**src/rtl/arb2_4.sv**
```systemverilog
// Two-source arbiter that steers a downstream mux2_4 and captures its result.
// Define ARB2_4_FIXED_PRIO_EN for fixed priority (A wins ties) instead of round-robin.
module arb2_4 #(
    parameter int WIDTH = 4
) (
    input  logic             clk,
    input  logic             rst,
    input  logic             a_valid,
    input  logic [WIDTH-1:0] a_data,
    output logic             a_ready,
    input  logic             b_valid,
    input  logic [WIDTH-1:0] b_data,
    output logic             b_ready,
    output logic             s,
    input  logic [WIDTH-1:0] mux_out,
    output logic             out_valid,
    output logic [WIDTH-1:0] out_data,
    input  logic             out_ready,
    output logic [7:0]       xfer_cnt
);

    typedef enum logic [1:0] {
        IDLE = 2'd0,
        SEL  = 2'd1,
        HOLD = 2'd2
    } state_t;

    state_t           state, state_nxt;
    logic             s_nxt;
    logic             grant_b;
    logic             out_valid_nxt;
    logic [WIDTH-1:0] out_data_nxt;
    logic [7:0]       xfer_cnt_nxt;

`ifndef ARB2_4_FIXED_PRIO_EN
    // last_b = 1 when source B completed the most recent transfer
    logic last_b, last_b_nxt;
`endif

    // Source data reaches us only through the external mux; these ports are pass-through.
    logic unused_data;
    assign unused_data = ^{a_data, b_data};

    always_comb begin
        grant_b = b_valid & ~a_valid;
`ifndef ARB2_4_FIXED_PRIO_EN
        if (a_valid && b_valid) begin
            grant_b = ~last_b;
        end
`endif
    end

    always_comb begin
        state_nxt     = state;
        s_nxt         = s;
        out_valid_nxt = out_valid;
        out_data_nxt  = out_data;
        xfer_cnt_nxt  = xfer_cnt;
`ifndef ARB2_4_FIXED_PRIO_EN
        last_b_nxt    = last_b;
`endif
        case (state)
            IDLE: begin
                if (a_valid || b_valid) begin
                    s_nxt     = grant_b;
                    state_nxt = SEL;
                end
            end
            SEL: begin
                out_data_nxt  = mux_out;
                out_valid_nxt = 1'b1;
                state_nxt     = HOLD;
            end
            HOLD: begin
                if (out_ready) begin
                    out_valid_nxt = 1'b0;
                    xfer_cnt_nxt  = xfer_cnt + 8'd1;
`ifndef ARB2_4_FIXED_PRIO_EN
                    last_b_nxt    = s;
`endif
                    state_nxt     = IDLE;
                end
            end
            default: state_nxt = IDLE;
        endcase
    end

    always_ff @(posedge clk) begin
        if (rst) begin
            state     <= IDLE;
            s         <= 1'b0;
            out_valid <= 1'b0;
            out_data  <= '0;
            xfer_cnt  <= 8'd0;
`ifndef ARB2_4_FIXED_PRIO_EN
            last_b    <= 1'b1;
`endif
        end else begin
            state     <= state_nxt;
            s         <= s_nxt;
            out_valid <= out_valid_nxt;
            out_data  <= out_data_nxt;
            xfer_cnt  <= xfer_cnt_nxt;
`ifndef ARB2_4_FIXED_PRIO_EN
            last_b    <= last_b_nxt;
`endif
        end
    end

    // Ready pulses last exactly the SEL cycle; s selects which source it belongs to.
    assign a_ready = (state == SEL) && !s;
    assign b_ready = (state == SEL) &&  s;

endmodule

```
**config.mk**
```make
export PLATFORM = sky130hd
export DESIGN_NAME = arb2_4
export DESIGN_NICKNAME = d
export VERILOG_FILES = /design/src/rtl/arb2_4.sv
export SDC_FILE = /design/constraint.sdc
export NUM_CORES = 1
export LEC_CHECK = 0
export ABC_AREA = 1
export BUFFER_PORTS_ARGS = -buffer_cell sky130_fd_sc_hd__buf_2
export CAP_MARGIN = 15
export CELL_PAD_IN_SITES_DETAIL_PLACEMENT = 0
export CELL_PAD_IN_SITES_GLOBAL_PLACEMENT = 2
export CORE_AREA = 8 8 66 68
export CTS_BUF_LIST = sky130_fd_sc_hd__clkbuf_8 sky130_fd_sc_hd__clkbuf_16
export DETAILED_ROUTE_END_ITERATION = 6
export DIE_AREA = 0 0 74 76
export GPL_ROUTABILITY_DRIVEN = 0
export MAX_ROUTING_LAYER = met4
export PLACE_DENSITY_LB_ADDON = 0.08
export SLEW_MARGIN = 20
export SYNTH_ARGS = -nofsm -noshare
export SYNTH_HDL_FRONTEND = slang
export SYNTH_SLANG_ARGS = --single-unit
```
**constraint.sdc**
```tcl
create_clock -name clk -period 1.3 [get_ports clk]
set_input_delay 0 -clock clk [delete_from_list [all_inputs] [get_ports clk]]
set_output_delay 0 -clock clk [all_outputs]
set_load 0.01 [all_outputs]
```
==> results.cfg <==
[worst_setup_path]
startpoint_type = flop
worstPathRequired_ns = 1.45
path_cells = ha_1 > nand3_1 > nor2_4 > nand3_1 > nand2_1 > nor2_1
crit_fanout = 4
cp-end-kind = flop
cpMostUsedCell = nand3_1
critical_path_arrival_ns = 1.33
crit_type = reg2reg
critPathMaxStageDelay_ns = 0.39
critPathTopFamily = simple AND/OR/NAND/NOR gates
crit_buf_inv = 0
critPathSlowestCell = dfxtp_1

[placed_design]
hpwlAfterDp_mm = 1.34
port_buffers = 24

[sta]
setup_viol = 0
max_clock_freq_mhz = 850
rsz0062_at_grt = no
fin_crit_sh = 0.905
whs_ns = 0.0272
finalHoldViolations = 0
slew_viol_final = 0
finalCriticalPeriod_ns = 1.18
fin_skew_ns = 0.00110
slew_headroom = 0.805
tns_ns = 0
max_slew.worst_pin.slew_ns = 0.289

[drt]
vias = 660
vias_per_cell = 3.82
antenna_left = 0
firstDrtPassIters = 4
wire_per_inst_um = 10.8
drtIter0Drc = 17
drc = 0
drt_wl_total_mm = 1.86

[floorplanning]
die_y_um = 76
design.die.area_sq_mm = 0.00562
placement_rows = 22
dieWidth_um = 74
ioPinCount = 33
start_util = 0.210
core_area_sq_mm = 0.00344

[clocking]
cts.sinks = 17
cts_max_path_buffers = 2
cts-htree-levels = 1
worstSkewPairLatency_ns = 0.25
cts_buffers = 3
root_buffer = clkbuf_8
clkTransAtPathRegs_ns = 0.07
cts_tree = yes

[hold_path]
hp-class = in2reg

[run_status]
outcome = completed

[run]
maxCapViolations = 0

[global_route]
grt_max_degree = 11
first_global_vias = 604
antenna_found_initial = 0
gr-usage-all-layers = 0.0712
gr-total-overflow = 0
grt_pass1_wl_mm = 3.00

[synthesis]
synth_cell_types = 20
ys_seq_elements = 17
syn_nets = 110
synth_cells = 92
synth_warnings = 0
syn_avg_cell_area_sq_um = 7.85
netlist_area_sq_um = 722
synth-seq-area-share = 0.471

[finish]
layout.nets = 144
diodes = 0
regArea_sq_um = 340
multi_input_area_sq_um = 358
fillerInstances = 394
drive_above_1_share = 0.296
area_growth_pct = 39.2

[power]
leakage_uw = 0.000501
powerDensity_mw_per_mm2 = 1110
max-vdd-ir-drop_uv = 273
## worst reg2reg max path, cell delays in order, from the launching register on
cell and delay (ns):
dfxtp_1 0.39, ha_1 0.21, nand3_1 0.13, nor2_4 0.17, nand3_1 0.08, nand2_1 0.06
nor2_1 0.04
## power breakdown
| group | leakage, uW | total, uW | internal, uW | switching, uW |
|---|---|---|---|---|
| Combinational | 0.000336 | 151 | 64.9 | 86.4 |
| Sequential | 0.000139 | 566 | 549 | 17.5 |
| Clock | 0.0000269 | 396 | 210 | 186 |
## routing by layer
| metal | share of wire | wire, um | GRT usage |
|---|---|---|---|
| met2 | 0.43 | 808 | 0.0933 |
| met4 | 0.011 | 21 | 0.0420 |
| met3 | 0.045 | 83 | 0.0211 |
| met1 | 0.51 | 948 | 0.0922 |
| met5 | 0 | 0 | - |
## flip-flops by register name, indices dropped and copies added (netlist names)
register   count
xfer_cnt       8
out_data       4
state          2
last_b         1
out_valid      1
s              1
## logic make-up (layout without fill, tap and decap cells)
logic type	after synthesis	count (layout)	synth area share
and+or+nand+nor	49	49	0.328
DFF	17	17	0.471
AOI/OAI and AO/OA	15	15	0.116
buffers and inverters	8	41	0.0433
xor gates and xnor gates	2	2	0.0243
adders and majority gates	1	1	0.0173
## area by class of cell
class,instances,share of cell area
clock buffer,3,0.0411
clock inverter,1,0.00374
inverter,7,0.0262
multi-input combinational,67,0.356
sequential,17,0.339
tap,48,0.0598
timing repair buffer,30,0.174
## cell usage in the layout, fill, tap and decap left out
cell type and instances:
nand2_1 17, buf_4 2, a21oi_2 1, a21boi_0 1, dfxtp_1 17, nand3_1 4
o211ai_1 1, nor2_1 22, nor2_4 2, nor2_8 1, nand3_4 1, ha_1 1
a21oi_1 6, clkbuf_8 3, inv_2 2, buf_2 24, inv_1 5, dlygate4sd3_1 4
xor2_1 2, nand3b_1 1, o21ai_0 6, clkinv_1 1, nand3_2 1
## path summary, 6_finish.rpt
kind,from,to,slack (ns),cells after the start
max,xfer_cnt[1],xfer_cnt[6],0.12,6
min,rst,xfer_cnt[1],0.03,2
max reg2reg,xfer_cnt[1],xfer_cnt[6],0.12,6
min reg2reg,out_valid,out_valid,0.46,2
## through the flow
stage                      util  instance area (sq um)  instances  power (uW)  setup slack, ns
after floorplan               -                    722         92         656            0.121
after global placement    0.265                    912        165         720            0.142
after detailed placement  0.265                    912        165         719            0.129
after CTS                 0.290                    997        173        1140           0.0147
after global routing      0.292                   1000        173        1190           0.0101
final                     0.292                   1000        173        1110            0.123
## synth_stat cells
library cell,count,area (sq um)
nor2_1,23,86.3
dfxtp_1,17,340
nand2_1,17,63.8
a21oi_1,6,30.0
o21ai_0,6,30.0
inv_1,4,15.0
nand3_1,4,20.0
inv_2,2,7.51
xor2_1,2,17.5
a21boi_0,1,7.51
a21oi_2,1,8.76
buf_2,1,5.00
clkinv_1,1,3.75
ha_1,1,12.5
nand3_2,1,10.0
nand3_4,1,17.5
nand3b_1,1,7.51
nor2_4,1,11.3
nor2_8,1,20.0
o211ai_1,1,7.51
## timing repair
item,CTS,global route
setup endpoints to repair,0,2
endpoints found under the hold margin,4,0
gates resized for setup,0,2
hold buffers,4,0
buffers inserted,0,0
Note: power is estimated with default switching activity, not from simulation.
